==> src/rtl/hdlc_rx_drain_ctrl.sv <==
// HDLC receive drain sequencer: polls the core's Rx status, reads each frame
// out of Rx_Buff onto a valid/ready byte stream and drops bad frames.
module hdlc_rx_drain_ctrl #(
    parameter int POLL_INTERVAL = 16,
    parameter int READ_LATENCY  = 1,
    parameter int MAX_LEN       = 126
) (
    input  logic       Clk,
    input  logic       Rst,
    input  logic       En,
    output logic [2:0] Address,
    output logic       WriteEnable,
    output logic       ReadEnable,
    output logic [7:0] DataIn,
    input  logic [7:0] DataOut,
    output logic [7:0] m_data,
    output logic       m_valid,
    output logic       m_last,
    input  logic       m_ready,
    output logic       frame_done,
    output logic       frame_err,
    output logic [1:0] err_code,
    output logic       busy
);

    localparam int PW = (POLL_INTERVAL > 1) ? $clog2(POLL_INTERVAL) : 1;
    localparam logic [PW-1:0] POLL_LAST = PW'(POLL_INTERVAL - 1);
    localparam logic [1:0] LAT_LAST = 2'(READ_LATENCY - 1);
    localparam logic [7:0] MAX_LEN_B = 8'(MAX_LEN);

    localparam logic [2:0] ADDR_SC   = 3'd2;
    localparam logic [2:0] ADDR_BUFF = 3'd3;
    localparam logic [2:0] ADDR_LEN  = 3'd4;
    localparam logic [7:0] DROP_CMD  = 8'h02;

    localparam logic [1:0] ERR_FRAME = 2'd1;
    localparam logic [1:0] ERR_OVF   = 2'd2;
    localparam logic [1:0] ERR_LEN   = 2'd3;

    typedef enum logic [3:0] {
        S_IDLE,
        S_POLL,
        S_POLL_WAIT,
        S_LEN,
        S_LEN_WAIT,
        S_RD,
        S_RD_WAIT,
        S_OUT,
        S_DROP
    } state_t;

    state_t state, stateNext;

    logic [PW-1:0] pollCnt, pollCntNext;
    logic [1:0]    latCnt, latCntNext;
    logic [7:0]    byteCnt, byteCntNext;
    logic [7:0]    frameLen, frameLenNext;
    logic [7:0]    mData, mDataNext;
    logic          mLast, mLastNext;
    logic          frameDone, frameDoneNext;
    logic [1:0]    errCode, errCodeNext;

    logic latDone;
    logic stReady;
    logic stErr;
    logic stOvf;
    logic lenBad;

    // Read data is only meaningful in the last wait cycle of an access.
    assign latDone = (latCnt == LAT_LAST);
    assign stReady = DataOut[0];
    assign stErr   = DataOut[2] | DataOut[3];
    assign stOvf   = DataOut[4];
    assign lenBad  = (DataOut == 8'd0) || (DataOut > MAX_LEN_B);

    always_ff @(posedge Clk) begin
        if (Rst) begin
            state     <= S_IDLE;
            pollCnt   <= '0;
            latCnt    <= '0;
            byteCnt   <= '0;
            frameLen  <= '0;
            mData     <= '0;
            mLast     <= 1'b0;
            frameDone <= 1'b0;
            errCode   <= '0;
        end else begin
            state     <= stateNext;
            pollCnt   <= pollCntNext;
            latCnt    <= latCntNext;
            byteCnt   <= byteCntNext;
            frameLen  <= frameLenNext;
            mData     <= mDataNext;
            mLast     <= mLastNext;
            frameDone <= frameDoneNext;
            errCode   <= errCodeNext;
        end
    end

    always_comb begin
        stateNext     = state;
        pollCntNext   = pollCnt;
        latCntNext    = latCnt;
        byteCntNext   = byteCnt;
        frameLenNext  = frameLen;
        mDataNext     = mData;
        mLastNext     = mLast;
        frameDoneNext = 1'b0;
        errCodeNext   = errCode;
        Address       = 3'd0;
        WriteEnable   = 1'b0;
        ReadEnable    = 1'b0;
        DataIn        = 8'd0;

        unique case (state)
            S_IDLE: begin
                if (En) begin
                    if (pollCnt == POLL_LAST) begin
                        pollCntNext = '0;
                        stateNext   = S_POLL;
                    end else begin
                        pollCntNext = pollCnt + PW'(1);
                    end
                end
            end

            S_POLL: begin
                Address    = ADDR_SC;
                ReadEnable = 1'b1;
                latCntNext = '0;
                stateNext  = S_POLL_WAIT;
            end

            S_POLL_WAIT: begin
                Address = ADDR_SC;
                if (!latDone) begin
                    latCntNext = latCnt + 2'd1;
                end else begin
                    // Overflow outranks frame error / abort.
                    unique case (1'b1)
                        !stReady: stateNext = S_IDLE;
                        stReady && stOvf: begin
                            errCodeNext = ERR_OVF;
                            stateNext   = S_DROP;
                        end
                        stReady && !stOvf && stErr: begin
                            errCodeNext = ERR_FRAME;
                            stateNext   = S_DROP;
                        end
                        stReady && !stOvf && !stErr: begin
                            stateNext = S_LEN;
                        end
                        default: stateNext = S_IDLE;
                    endcase
                end
            end

            S_LEN: begin
                Address    = ADDR_LEN;
                ReadEnable = 1'b1;
                latCntNext = '0;
                stateNext  = S_LEN_WAIT;
            end

            S_LEN_WAIT: begin
                Address = ADDR_LEN;
                if (!latDone) begin
                    latCntNext = latCnt + 2'd1;
                end else if (lenBad) begin
                    errCodeNext = ERR_LEN;
                    stateNext   = S_DROP;
                end else begin
                    frameLenNext = DataOut;
                    byteCntNext  = 8'd0;
                    stateNext    = S_RD;
                end
            end

            S_RD: begin
                Address    = ADDR_BUFF;
                ReadEnable = 1'b1;
                latCntNext = '0;
                stateNext  = S_RD_WAIT;
            end

            S_RD_WAIT: begin
                Address = ADDR_BUFF;
                if (!latDone) begin
                    latCntNext = latCnt + 2'd1;
                end else begin
                    mDataNext = DataOut;
                    mLastNext = (byteCnt == frameLen - 8'd1);
                    stateNext = S_OUT;
                end
            end

            S_OUT: begin
                if (m_ready) begin
                    byteCntNext = byteCnt + 8'd1;
                    if (mLast) begin
                        frameDoneNext = 1'b1;
                        stateNext     = S_IDLE;
                    end else begin
                        stateNext = S_RD;
                    end
                end
            end

            S_DROP: begin
                Address     = ADDR_SC;
                WriteEnable = 1'b1;
                DataIn      = DROP_CMD;
                stateNext   = S_IDLE;
            end

            default: stateNext = S_IDLE;
        endcase
    end

    assign m_data     = mData;
    assign m_valid    = (state == S_OUT);
    assign m_last     = mLast && (state == S_OUT);
    assign frame_done = frameDone;
    assign frame_err  = (state == S_DROP);
    assign err_code   = errCode;
    assign busy       = (state != S_IDLE);

endmodule
==> config.mk <==
export PLATFORM = sky130hd
export DESIGN_NAME = hdlc_rx_drain_ctrl
export DESIGN_NICKNAME = d
export VERILOG_FILES = /design/src/rtl/hdlc_rx_drain_ctrl.sv
export SDC_FILE = /design/constraint.sdc
export NUM_CORES = 1
export LEC_CHECK = 0
export ABC_CLOCK_PERIOD_IN_PS = 4019
export CAP_MARGIN = 10
export CORE_MARGIN = 2
export CORE_UTILIZATION = 50
export CTS_CLUSTER_DIAMETER = 200
export DETAILED_ROUTE_END_ITERATION = 8
export GPL_TIMING_DRIVEN = 1
export PLACE_DENSITY = 0.88
export SYNTH_ARGS = -nofsm -noshare
export SYNTH_HDL_FRONTEND = slang
export SYNTH_SLANG_ARGS = --single-unit
==> constraint.sdc <==
create_clock -name Clk -period 4.02 [get_ports Clk]
set_clock_uncertainty 0.1 [all_clocks]
set_input_delay 0.603 -clock Clk [delete_from_list [all_inputs] [get_ports Clk]]
set_output_delay 0.603 -clock Clk [all_outputs]
set_load 0.03 [all_outputs]
# After elaboration in Yosys (flattened, before gate mapping)
# Index checks and enable logic that the tools add are counted.
dict set report word_totals {
  in_bits 12
  reg_bits 38
  elab_cells 94
  ramBits 0
  rom_bits 0
  latch_bits 0
  memories 0
}
dict set report op_classes {
  add_sub_neg 4
  muxes 27
  div_mod_pow 0
  n_reduce_logical 29
  n_lt_le_gt_ge 1
  shift 0
  n_eq_ne 20
  multipliers 0
  bitwise_logic 4
}
# cell n
set op_table {}
lappend op_table {{4-bit two-way mux} 8}
lappend op_table {{4-bit one-hot mux with 8 select lines} 1}
lappend op_table {{8-bit two-way mux} 3}
lappend op_table {{4-bit by 3-bit equality test with 1-bit output, second input constant} 4}
lappend op_table {{2-bit inequality test, second input constant} 8}
lappend op_table {{8-bit one-hot mux with 2 select lines} 1}
lappend op_table {{2-bit one-hot mux with 2 select lines} 3}
lappend op_table {{3-bit OR reduction} 4}
lappend op_table {{2-bit two-way mux} 5}
lappend op_table {{3-bit one-hot mux with 3 select lines} 1}
lappend op_table {{8-bit by 1-bit adder with 8-bit output, second input constant} 1}
lappend op_table {{4-bit by 2-bit equality test with 1-bit output, second input constant} 2}
lappend op_table {{4-bit equality test, second input constant} 2}
lappend op_table {{8-bit equality test} 1}
lappend op_table {{8-bit by 7-bit greater-than comparator with 1-bit output, second input constant} 1}
lappend op_table {{8-bit zero test} 1}
lappend op_table {{4-bit one-hot mux with 2 select lines} 1}
lappend op_table {{8-bit by 1-bit subtractor with 8-bit output, second input constant} 1}
lappend op_table {{2-bit AND reduction} 3}
lappend op_table {{6-bit AND reduction} 1}
lappend op_table {{2-bit nonzero test} 3}
lappend op_table {{2-bit OR reduction} 3}
lappend op_table {{1-bit logical AND} 5}
lappend op_table {{5-bit AND reduction} 1}
lappend op_table {{16 further kinds} 21}

# Logic depth before layout (Yosys ltp)
# Gate-level depths: netlist (run 1).
dict set report depth {
  depth_word 7
  mapped_depth 8
}

# Least setup slack after synthesis (run 1)
# No wires, ideal clock.
dict set report synth_timing {
  path_kind {register to output}
  start {register state[1]}
  end {output port DataIn[1]}
  stages_incl_launch_ff 6
  t_arrival_ns 1.866
  n_path_buf 3
  slack_ns 1.451
  path_cell_list {dfxtp_1 -> buf_2 -> buf_1 -> nand2b_1 -> nor3_1 -> buf_4}
}
dict set report synth_via {
  elab_chain_len 2
}
# item line_no
set synth_lines {}
lappend synth_lines {{start: declaration} 52} ;# state_t state, stateNext;
lappend synth_lines {{start signal: assignment} 88} ;# state <= stateNext;
lappend synth_lines {{4-bit equality test} 115} ;# unique case (state)
lappend synth_lines {{2-bit two-way mux} 115}
lappend synth_lines {{end: declaration} 14} ;# output logic [7:0] DataIn,
# Every way passes these cells.

# Worst setup path after layout (run 1)
dict set report layout_timing {
  start {register state[0]}
  end {output port m_last}
}
dict set report layout_via {
  elab_chain_len 2
}
# item line_no
set layout_lines {}
lappend layout_lines {{4-bit by 3-bit equality test with 1-bit output} 222} ;# assign m_last = mLast && (state == S_OUT);
lappend layout_lines {{1-bit logical AND} 222}
lappend layout_lines {{end: declaration} 18} ;# output logic m_last,
# Every way passes these cells.

==> impl_metrics.env, run 1 <==
export IMPL_status="finished, final reports clean"
export IMPL_timing_hold_ws_ns=0.3871
export IMPL_powerDensity_mw_per_mm2=311.9
export IMPL_slew_limit_headroom_pct=51.93
export IMPL_place_gp_congestion=0.8333
export IMPL_r2r_slack_ns=1.84
export IMPL_hold_violations=0
export IMPL_initial_utilization_pct=51.17
export IMPL_synthArstFlopShare_pct=0
export IMPL_post_route_min_period_ns=3.011
export IMPL_fp_row_count=24
export IMPL_layout_commonest_cell="nor2_1"
export IMPL_cp_top_family="flip-flops"
export IMPL_cp_num_buf_inv=1
export IMPL_cts_setup_buffers=0
export IMPL_finalCritPeriodShare_pct=74.91
export IMPL_vias=1954
export IMPL_hold_path_class="reg -> reg"
export IMPL_synthesis_instances=266
export IMPL_syn_to_final_growth_pct=20.07
export IMPL_crit_path_top_delay_cell="dfxtp_1"
export IMPL_dpl_instance_area_mm2=0.002482
export IMPL_setup_tns_ns=0
export IMPL_die_area_mm2=0.004908
export IMPL_drc=0
export IMPL_synth_top_cell_area_share_pct=34.86
export IMPL_layout_common_cells="39 x nor2_1, 38 x dfxtp_1, 32 x clkdlybuf4s50_1"
export IMPL_portBuffers=32
export IMPL_critical_path_required_ns=3.32
export IMPL_p_comb_share_pct=5.3
export IMPL_layout_drive_gt1_share_pct=6.507
export IMPL_ir_worst_vdd_mv=0.2154
export IMPL_ant_nets=0
export IMPL_cts_tree="done"
export IMPL_wl_um=4804
export IMPL_clkSinkCount=38
export IMPL_synth_seq_cells=38
export IMPL_syn_avg_cell_area_um2=8.203
export IMPL_synth_seq_area_share_pct=34.86
export IMPL_cp_start_kind="flip-flop"
export IMPL_power_frac_clock_pct=48.2
export IMPL_p_leak_uw=0.0009891
export IMPL_swShare_pct=21.49
export IMPL_yosys_warnings=0
export IMPL_power_switching_uw=175.7
export IMPL_synth_edf_count=0
export IMPL_final_nets=307
export IMPL_numCtsBuffers=5
export IMPL_grt_setup_unrepaired="false"
export IMPL_endpoint_kind="output port"
export IMPL_clk_latency_ns=0.30
export IMPL_fmax_mhz=332.1
export IMPL_antenna_found_initial=0
export IMPL_design_area_mm2=0.002620
export IMPL_max_cap_violations=0
export IMPL_via_per_inst=5.680
export IMPL_overflow=0
export IMPL_finalPower_uw=817.3
export IMPL_die_w_um=70.06
export IMPL_first_iter_violations=65
export IMPL_grt_pass1_vias=1845
export IMPL_cts_root_buf="clkbuf_8"
export IMPL_crit_fanout=21
export IMPL_htree_levels=2
export IMPL_core_region_area_mm2=0.004264
export IMPL_dieHeight_um=70.06
export IMPL_wl_per_cell_um=13.97
export IMPL_ios=40
export IMPL_synth_area_top_cells="dfxtp_1 35%, mux2i_1 7.3%, nor2_1 6.7%"
export IMPL_grtUsageTotal_pct=20.80
export IMPL_arrival_ns=2.31
export IMPL_n_antenna_cell=0
export IMPL_p_seq_share_pct=46.4
export IMPL_cts_resized=0
export IMPL_dp_hpwl_um=3382
export IMPL_drt_pass1_iterations=5
export IMPL_grt_max_degree=22
export IMPL_tightest_slew_ns=0.7200
export IMPL_syn_area_mm2=0.002182
export IMPL_slew_violations=0
export IMPL_crit_chain="and4b_1 -> and2_1 -> clkdlybuf4s50_1"
export IMPL_netlist_top_cell_by_area="dfxtp_1"
export IMPL_synth_distinct_cells=53
export IMPL_setup_viol_count_final=0
export IMPL_p_int_uw=641.6
export IMPL_ys_flop_type="dfxtp_1"
export IMPL_critical_path_class="reg -> out"
export IMPL_hold_buffers=0
export IMPL_path_clk_slew_ns=0.08
export IMPL_clock_path_buffers=2
export IMPL_grt_pass1_wl_um=8335
export IMPL_max_stage_delay_ns=0.79
metal layers:
layer  track usage, %  wire length, um  vias up
met2            35.77             2319       62
met3            4.329              253        8
met5                0                0        -
met1            25.63             2150      911
met4            7.479               80        0
li1                 -                -      973
kinds of logic after synthesis:
| family | share of synthesized area, % |
|---|---|
| other cells | 0.1719 |
| mux | 7.855 |
| buf+inv | 7.970 |
| flops | 34.86 |
| fa+ha+maj | 2.294 |
| simple gates | 26.03 |
| xor+xnor | 4.415 |
| compound gates | 16.40 |
through the flow:
step	setup slack (ns)	std cells	util [%]
after global routing	0.8871	344	61.44
after global placement	1.368	336	58.22
after floorplan	1.451	272	-
final	1.009	344	61.44
after CTS	1.016	344	61.44
after detailed placement	1.307	336	58.22
worst min-delay path, stage by stage (launching register included):
cell	delay [ns]
dfxtp_1	0.32
inv_1	0.05
a211oi_1	0.07
cell usage after synthesis (2+ instances only):
cell type  instances
a211o_1            2
a21o_1             3
a21oi_1           17
a31oi_1            2
a41oi_1            2
and2_1             3
and3_1             2
buf_1              3
buf_2              4
buf_4              9
clkbuf_1           5
dfxtp_1           38
ha_1               4
inv_1             12
mux2i_1           16
nand2_1           15
nand2_2            2
nand2b_1           2
nand3_1           11
nand3b_1           3
nand4_1            5
nor2_1            39
nor3_1             8
nor3b_1            2
nor4_1             2
nor4b_1            2
o21ai_0            6
o21ai_1            4
o22ai_1            2
o31ai_1            2
or3_1              8
xnor2_1            8
xor2_1             3
sequential cells by signal (all words and copies together) (netlist names):
signal,count
frame_done,1
mLast,1
latCnt,2
pollCnt,4
m_data,8
state,4
byteCnt,8
err_code,2
frameLen,8
power by group through the flow:
stage	Clock [uW]	Sequential [uW]	Combinational (uW)
after global placement	0	388	42.3
after floorplan	0	388	27.9
after global routing	410	380	47.8
after CTS	397	379	43.3
final	394	380	43.6
after detailed placement	0	388	42.9
layout make-up:
cell class	instances	area, um2
inverters	12	45.04
well taps	52	65.06
multi-input cells	200	1276
fillers	356	1644
clock buffers	5	68.82
repair buffers	34	335.3
flip-flops and latches	38	760.7
clock inverters	3	68.82
worst paths after layout:
check	cells after the start	end	from
max	3	m_last	state[0]$_SDFFE_PP0P_
min	2	err_code[0]$_SDFFE_PP0P_	err_code[0]$_SDFFE_PP0P_
max reg2reg	5	byteCnt[7]$_SDFFE_PP0P_	state[0]$_SDFFE_PP0P_
min reg2reg	2	err_code[0]$_SDFFE_PP0P_	err_code[0]$_SDFFE_PP0P_
Note: power is estimated with default switching activity, not from simulation.
==> run 2: changes to the inputs <==
==> config.mk (replaced) <==
export PLATFORM = sky130hd
export DESIGN_NAME = hdlc_rx_drain_ctrl
export DESIGN_NICKNAME = d
export VERILOG_FILES = /design/src/rtl/hdlc_rx_drain_ctrl.sv
export SDC_FILE = /design/constraint.sdc
export NUM_CORES = 1
export LEC_CHECK = 0
export ABC_CLOCK_PERIOD_IN_PS = 2400
export CAP_MARGIN = 10
export CORE_MARGIN = 2
export CORE_UTILIZATION = 47
export CTS_CLUSTER_DIAMETER = 200
export DETAILED_ROUTE_END_ITERATION = 8
export GPL_TIMING_DRIVEN = 1
export PLACE_DENSITY = 0.87
export SYNTH_ARGS = -nofsm -noshare
export SYNTH_HDL_FRONTEND = slang
export SYNTH_SLANG_ARGS = --single-unit
==> constraint.sdc (replaced) <==
create_clock -name Clk -period 2.4 [get_ports Clk]
set_clock_uncertainty 0.1 [all_clocks]
set_input_delay 0.36 -clock Clk [delete_from_list [all_inputs] [get_ports Clk]]
set_output_delay 0.36 -clock Clk [all_outputs]
set_load 0.03 [all_outputs]
==> run 2 against run 1 <==
Effect of this change: count of clock-buffer cells in the layout grew 2; routed wire length up 3.1%; global-route usage shrank 0.98 points; register-to-register slack got worse by 1.4 ns; setup slack lost 0.82 ns; total power up 44%; sequential power increased by 67%; core utilization decreased by 0.25 points; first-iteration DRC count increased by 85%; clock power increased by 17%; critical endpoint is now Address[0]; largest cell class unchanged.
==> impl_metrics.env, run 2 (synthesis gave the netlist of run 1 again) <==
export IMPL_status="finished, final reports clean"
export IMPL_via_per_inst=5.568
export IMPL_wl_um=4955
export IMPL_dieHeight_um=72.14
export IMPL_clock_path_buffers=2
export IMPL_core_region_area_mm2=0.004414
export IMPL_path_clk_slew_ns=0.07
export IMPL_htree_levels=2
export IMPL_swShare_pct=23.74
export IMPL_hold_buffers=0
export IMPL_placedCellCount=351
export IMPL_hold_violations=0
export IMPL_die_w_um=72.14
export IMPL_final_instance_count_excl_fill=359
export IMPL_n_antenna_cell=0
export IMPL_die_area_mm2=0.005203
export IMPL_p_comb_share_pct=6.8
export IMPL_vias=1999
export IMPL_slew_violations=0
export IMPL_ios=40
export IMPL_fp_row_count=24
export IMPL_r2r_slack_ns=0.43
export IMPL_dp_hpwl_um=3598
export IMPL_hold_path_class="reg -> reg"
export IMPL_place_gp_congestion=0.8434
export IMPL_hp_start="err_code[0]$_SDFFE_PP0P_"
export IMPL_syn_to_final_growth_pct=23.80
export IMPL_max_cap_violations=0
export IMPL_drc=0
export IMPL_post_route_min_period_ns=2.214
export IMPL_cp_start_kind="flip-flop"
export IMPL_endpoint_kind="output port"
export IMPL_first_iter_violations=120
export IMPL_grt_pass1_wl_um=8155
export IMPL_setup_tns_ns=0
export IMPL_power_frac_clock_pct=39.2
export IMPL_setup_viol_count_final=0
export IMPL_ir_worst_vdd_mv=0.5046
export IMPL_p_int_uw=896.5
export IMPL_holdPathStages=2
export IMPL_critical_path_class="reg -> out"
export IMPL_cts_root_buf="clkbuf_8"
export IMPL_min_to="err_code[0]$_SDFFE_PP0P_"
export IMPL_critical_path_required_ns=1.94
export IMPL_power_switching_uw=279.1
export IMPL_grt_pass1_vias=1795
export IMPL_clk_latency_ns=0.30
export IMPL_numCtsBuffers=5
export IMPL_overflow=0
export IMPL_arrival_ns=1.75
export IMPL_drt_pass1_iterations=4
export IMPL_grt_max_degree=33
export IMPL_rr_worst_depth=6
export IMPL_ant_nets=0
export IMPL_clkSinkCount=38
export IMPL_cts_setup_buffers=0
export IMPL_grtUsageTotal_pct=19.81
export IMPL_finalCritPeriodShare_pct=92.24
export IMPL_final_nets=322
export IMPL_rr_startpoint="state[0]$_SDFFE_PP0P_"
export IMPL_p_seq_share_pct=54.1
export IMPL_grt_setup_unrepaired="false"
export IMPL_p_leak_uw=0.001183
export IMPL_layout_drive_gt1_share_pct=11.40
export IMPL_fmax_mhz=451.7
export IMPL_layout_common_cells="39 x nor2_1, 37 x dfxtp_1, 23 x clkdlybuf4s50_1"
export IMPL_powerDensity_mw_per_mm2=435.2
export IMPL_cts_tree="done"
export IMPL_crit_start="state[3]$_SDFFE_PP0P_"
export IMPL_layout_commonest_cell="nor2_1"
export IMPL_crit_fanout=9
export IMPL_worstReg2RegEnd="byteCnt[7]$_SDFFE_PP0P_"
export IMPL_portBuffers=32
export IMPL_finalPower_uw=1176
export IMPL_antenna_found_initial=0
export IMPL_initial_utilization_pct=49.43
export IMPL_wl_per_cell_um=13.80
## run 2: worst max-delay path: stages, from the launching register on
cell and delay (ns):
dfxtp_1 0.39, buf_4 0.19, nor3_1 0.17, clkdlybuf4s50_1 0.70
## run 2: power by group through the flow
| stage | Clock [uW] | Sequential [uW] | Combinational (uW) |
|---|---|---|---|
| 6_report | 460 | 636 | 79.6 |
| 5_1_grt | 496 | 636 | 87.1 |
| 4_1_cts | 465 | 636 | 79.1 |
| 3_5_place_dp | 0 | 650 | 79.1 |
| 3_3_place_gp | 0 | 650 | 78.6 |
| 2_1_floorplan | 0 | 650 | 46.8 |
## run 2: metal layers
metal  GRT usage, %  share of wire [%]
met1          26.32                 45
met2          30.78                 47
met3          5.278                6.3
met4          7.547                1.6
met5              0                  0
## run 2: how the worst max path moves through the flow
stage	end	slack (ns)	depth (start not counted)
floorplan	DataIn[1]	0.07	5
global placement	byteCnt[5]$_SDFFE_PP0P_	0.07	6
detailed placement	byteCnt[5]$_SDFFE_PP0P_	0.02	6
CTS	frame_err	0.02	3
global route	Address[0]	0.13	3
finish	Address[0]	0.19	3
## run 2: area by class of cell
class                           count  area [um2]
Fill cell                         374        1713
Multi-Input combinational cell    200        1276
Sequential cell                    38       762.0
Timing Repair Buffer               49       461.7
Clock buffer                        7       86.33
Tap cell                           52       65.06
Inverter                           12       45.04
Clock inverter                      1       5.005
## run 2: stage by stage
stage	hold WS [ns]	setup slack (ns)	util [%]	instance area (um2)
floorplan	0.3409	0.07419	-	2205
global placement	0.3435	0.07044	58.73	2592
detailed placement	0.3479	0.02484	58.73	2592
CTS	0.3670	0.02020	60.77	2683
global route	0.4068	0.1347	61.20	2701
finish	0.3638	0.1862	61.20	2701
## run 2: what timing repair did
| action | CTS | global route |
|---|---|---|
| resized for setup | 1 | 8 |
| setup endpoints to repair | 1 | 8 |
| pin swaps | 0 | 0 |
==> run 3: changes to the inputs <==
--- a/config.mk
+++ b/config.mk
@@ -13,6 +13,7 @@
 export DETAILED_ROUTE_END_ITERATION = 8
 export GPL_TIMING_DRIVEN = 1
 export PLACE_DENSITY = 0.87
+export RECOVER_POWER = 50
 export SYNTH_ARGS = -nofsm -noshare
 export SYNTH_HDL_FRONTEND = slang
 export SYNTH_SLANG_ARGS = --single-unit
==> run 3 against run 2 <==
Effect of this change: first-iteration DRC count is 1.7% higher; total power hardly changed; sequential cell count stayed put; via count is 0.30% higher; sequential power hardly changed; critical path type unchanged; critical endpoint unchanged.
==> impl_metrics.env, run 3 (synthesis gave the netlist of run 1 again) <==
export IMPL_status="finished, final reports clean"
export IMPL_critical_path_required_ns=1.94
export IMPL_cts_setup_buffers=0
export IMPL_holdPathStages=2
export IMPL_syn_to_final_growth_pct=22.36
export IMPL_swShare_pct=23.81
export IMPL_via_per_inst=5.585
export IMPL_hold_path_class="reg -> reg"
export IMPL_layout_drive_gt1_share_pct=9.446
export IMPL_setup_tns_ns=0
export IMPL_htree_levels=2
export IMPL_initial_utilization_pct=49.43
export IMPL_p_int_uw=895.7
export IMPL_grtUsageTotal_pct=19.81
export IMPL_dp_hpwl_um=3598
export IMPL_antenna_found_initial=0
export IMPL_setup_viol_count_final=0
export IMPL_max_stage_delay_ns=0.70
export IMPL_power_switching_uw=279.9
export IMPL_path_depth=3
export IMPL_die_area_mm2=0.005203
export IMPL_core_region_area_mm2=0.004414
export IMPL_min_to="err_code[0]$_SDFFE_PP0P_"
export IMPL_crit_path_top_delay_cell="clkdlybuf4s50_1"
export IMPL_overflow=0
export IMPL_die_w_um=72.14
export IMPL_finalPower_uw=1176
export IMPL_clkSinkCount=38
export IMPL_cts_tree="done"
export IMPL_dieHeight_um=72.14
export IMPL_final_nets=322
export IMPL_grt_pass1_vias=1795
export IMPL_max_cap_violations=0
export IMPL_powerDensity_mw_per_mm2=440.3
export IMPL_cp_num_buf_inv=2
export IMPL_ios=40
export IMPL_endpoint_kind="output port"
export IMPL_power_frac_clock_pct=39.3
export IMPL_vias=2005
export IMPL_fp_row_count=24
export IMPL_path_clk_slew_ns=0.07
export IMPL_slew_limit_headroom_pct=54.18
export IMPL_ir_worst_vdd_mv=0.5073
export IMPL_worstReg2RegEnd="m_data[1]$_SDFFE_PP0P_"
export IMPL_hp_start="err_code[0]$_SDFFE_PP0P_"
export IMPL_p_comb_share_pct=6.7
export IMPL_drc=0
export IMPL_rr_startpoint="latCnt[0]$_SDFFE_PP0P_"
export IMPL_clock_path_buffers=2
export IMPL_clk_latency_ns=0.30
export IMPL_crit_chain="clkbuf_1 -> nor3_1 -> clkdlybuf4s50_1"
export IMPL_drt_pass1_iterations=4
export IMPL_wl_per_cell_um=13.82
export IMPL_cts_root_buf="clkbuf_8"
export IMPL_cp_top_family="buffers and inverters"
export IMPL_post_route_min_period_ns=2.261
export IMPL_rr_worst_depth=7
export IMPL_fillers=382
export IMPL_p_leak_uw=0.001216
export IMPL_crit_start="state[3]$_SDFFE_PP0P_"
export IMPL_fmax_mhz=442.3
export IMPL_arrival_ns=1.80
export IMPL_grt_max_degree=33
export IMPL_portBuffers=32
export IMPL_tightest_slew_ns=0.6777
export IMPL_grt_pass1_wl_um=8155
export IMPL_grt_setup_unrepaired="false"
export IMPL_layout_common_cells="39 x nor2_1, 37 x dfxtp_1, 17 x a21oi_1"
export IMPL_slew_violations=0
export IMPL_hold_buffers=0
export IMPL_numCtsBuffers=5
export IMPL_finalCritPeriodShare_pct=94.21
export IMPL_place_gp_congestion=0.8434
export IMPL_hold_violations=0
export IMPL_ant_nets=0
export IMPL_cp_start_kind="flip-flop"
export IMPL_wl_um=4963
export IMPL_cts_resized=1
export IMPL_critical_path_class="reg -> out"
export IMPL_first_iter_violations=122
export IMPL_crit_fanout=9
export IMPL_p_seq_share_pct=54.1
export IMPL_layout_commonest_cell="nor2_1"
export IMPL_r2r_slack_ns=0.26
export IMPL_n_antenna_cell=0
## run 3: cell type report
class                   instances  area [um2]  share of cell area (%)
clock buffers                   7       86.33                   3.233
clock inverters                 1       5.005                  0.1874
inverters                      12       45.04                   1.687
multi-input cells             200        1256                   47.05
flip-flops and latches         38       762.0                   28.54
well taps                      52       65.06                   2.437
repair buffers                 49       450.4                   16.87
## run 3: power groups by stage
stage	registers, uW	logic (uW)	clock network [uW]
floorplan	650	46.8	0
global placement	650	78.6	0
detailed placement	650	79.1	0
CTS	636	79.1	465
global route	636	86.0	496
finish	636	78.3	462
## run 3: worst register-to-register path, delay by kind of cell, from the launching register on
kind | cells | cell delay (ns)
fa+ha+maj | 1 | 0.28
buf+inv | 3 | 0.47
flops | 1 | 0.33
mux | 1 | 0.21
simple gates | 2 | 0.64
## run 3: worst max-delay path by stage
stage                              endpoint
finish                           Address[0]
global route         m_data[3]$_SDFFE_PP0P_
CTS                               frame_err
detailed placement  byteCnt[5]$_SDFFE_PP0P_
global placement    byteCnt[5]$_SDFFE_PP0P_
floorplan                         DataIn[1]
## run 3: through the flow
stage	setup slack [ns]	instances	cell area (um2)	util (%)	hold WS (ns)
2_1_floorplan	0.07419	272	2205	-	0.3409
3_3_place_gp	0.07044	351	2592	58.73	0.3435
3_5_place_dp	0.02484	351	2592	58.73	0.3479
4_1_cts	0.02020	359	2683	60.77	0.3670
5_1_grt	0.08047	359	2670	60.49	0.4042
6_report	0.1390	359	2670	60.49	0.3623
## run 3: metal layers
metal / vias to the layer above / share of wire (%) / global-route usage (%)
li1: 1002 / - / -
met1: 927 / 46 / 26.32
met2: 67 / 46 / 30.78
met3: 9 / 6.5 / 5.278
met4: 0 / 1.6 / 7.547
met5: - / 0 / 0
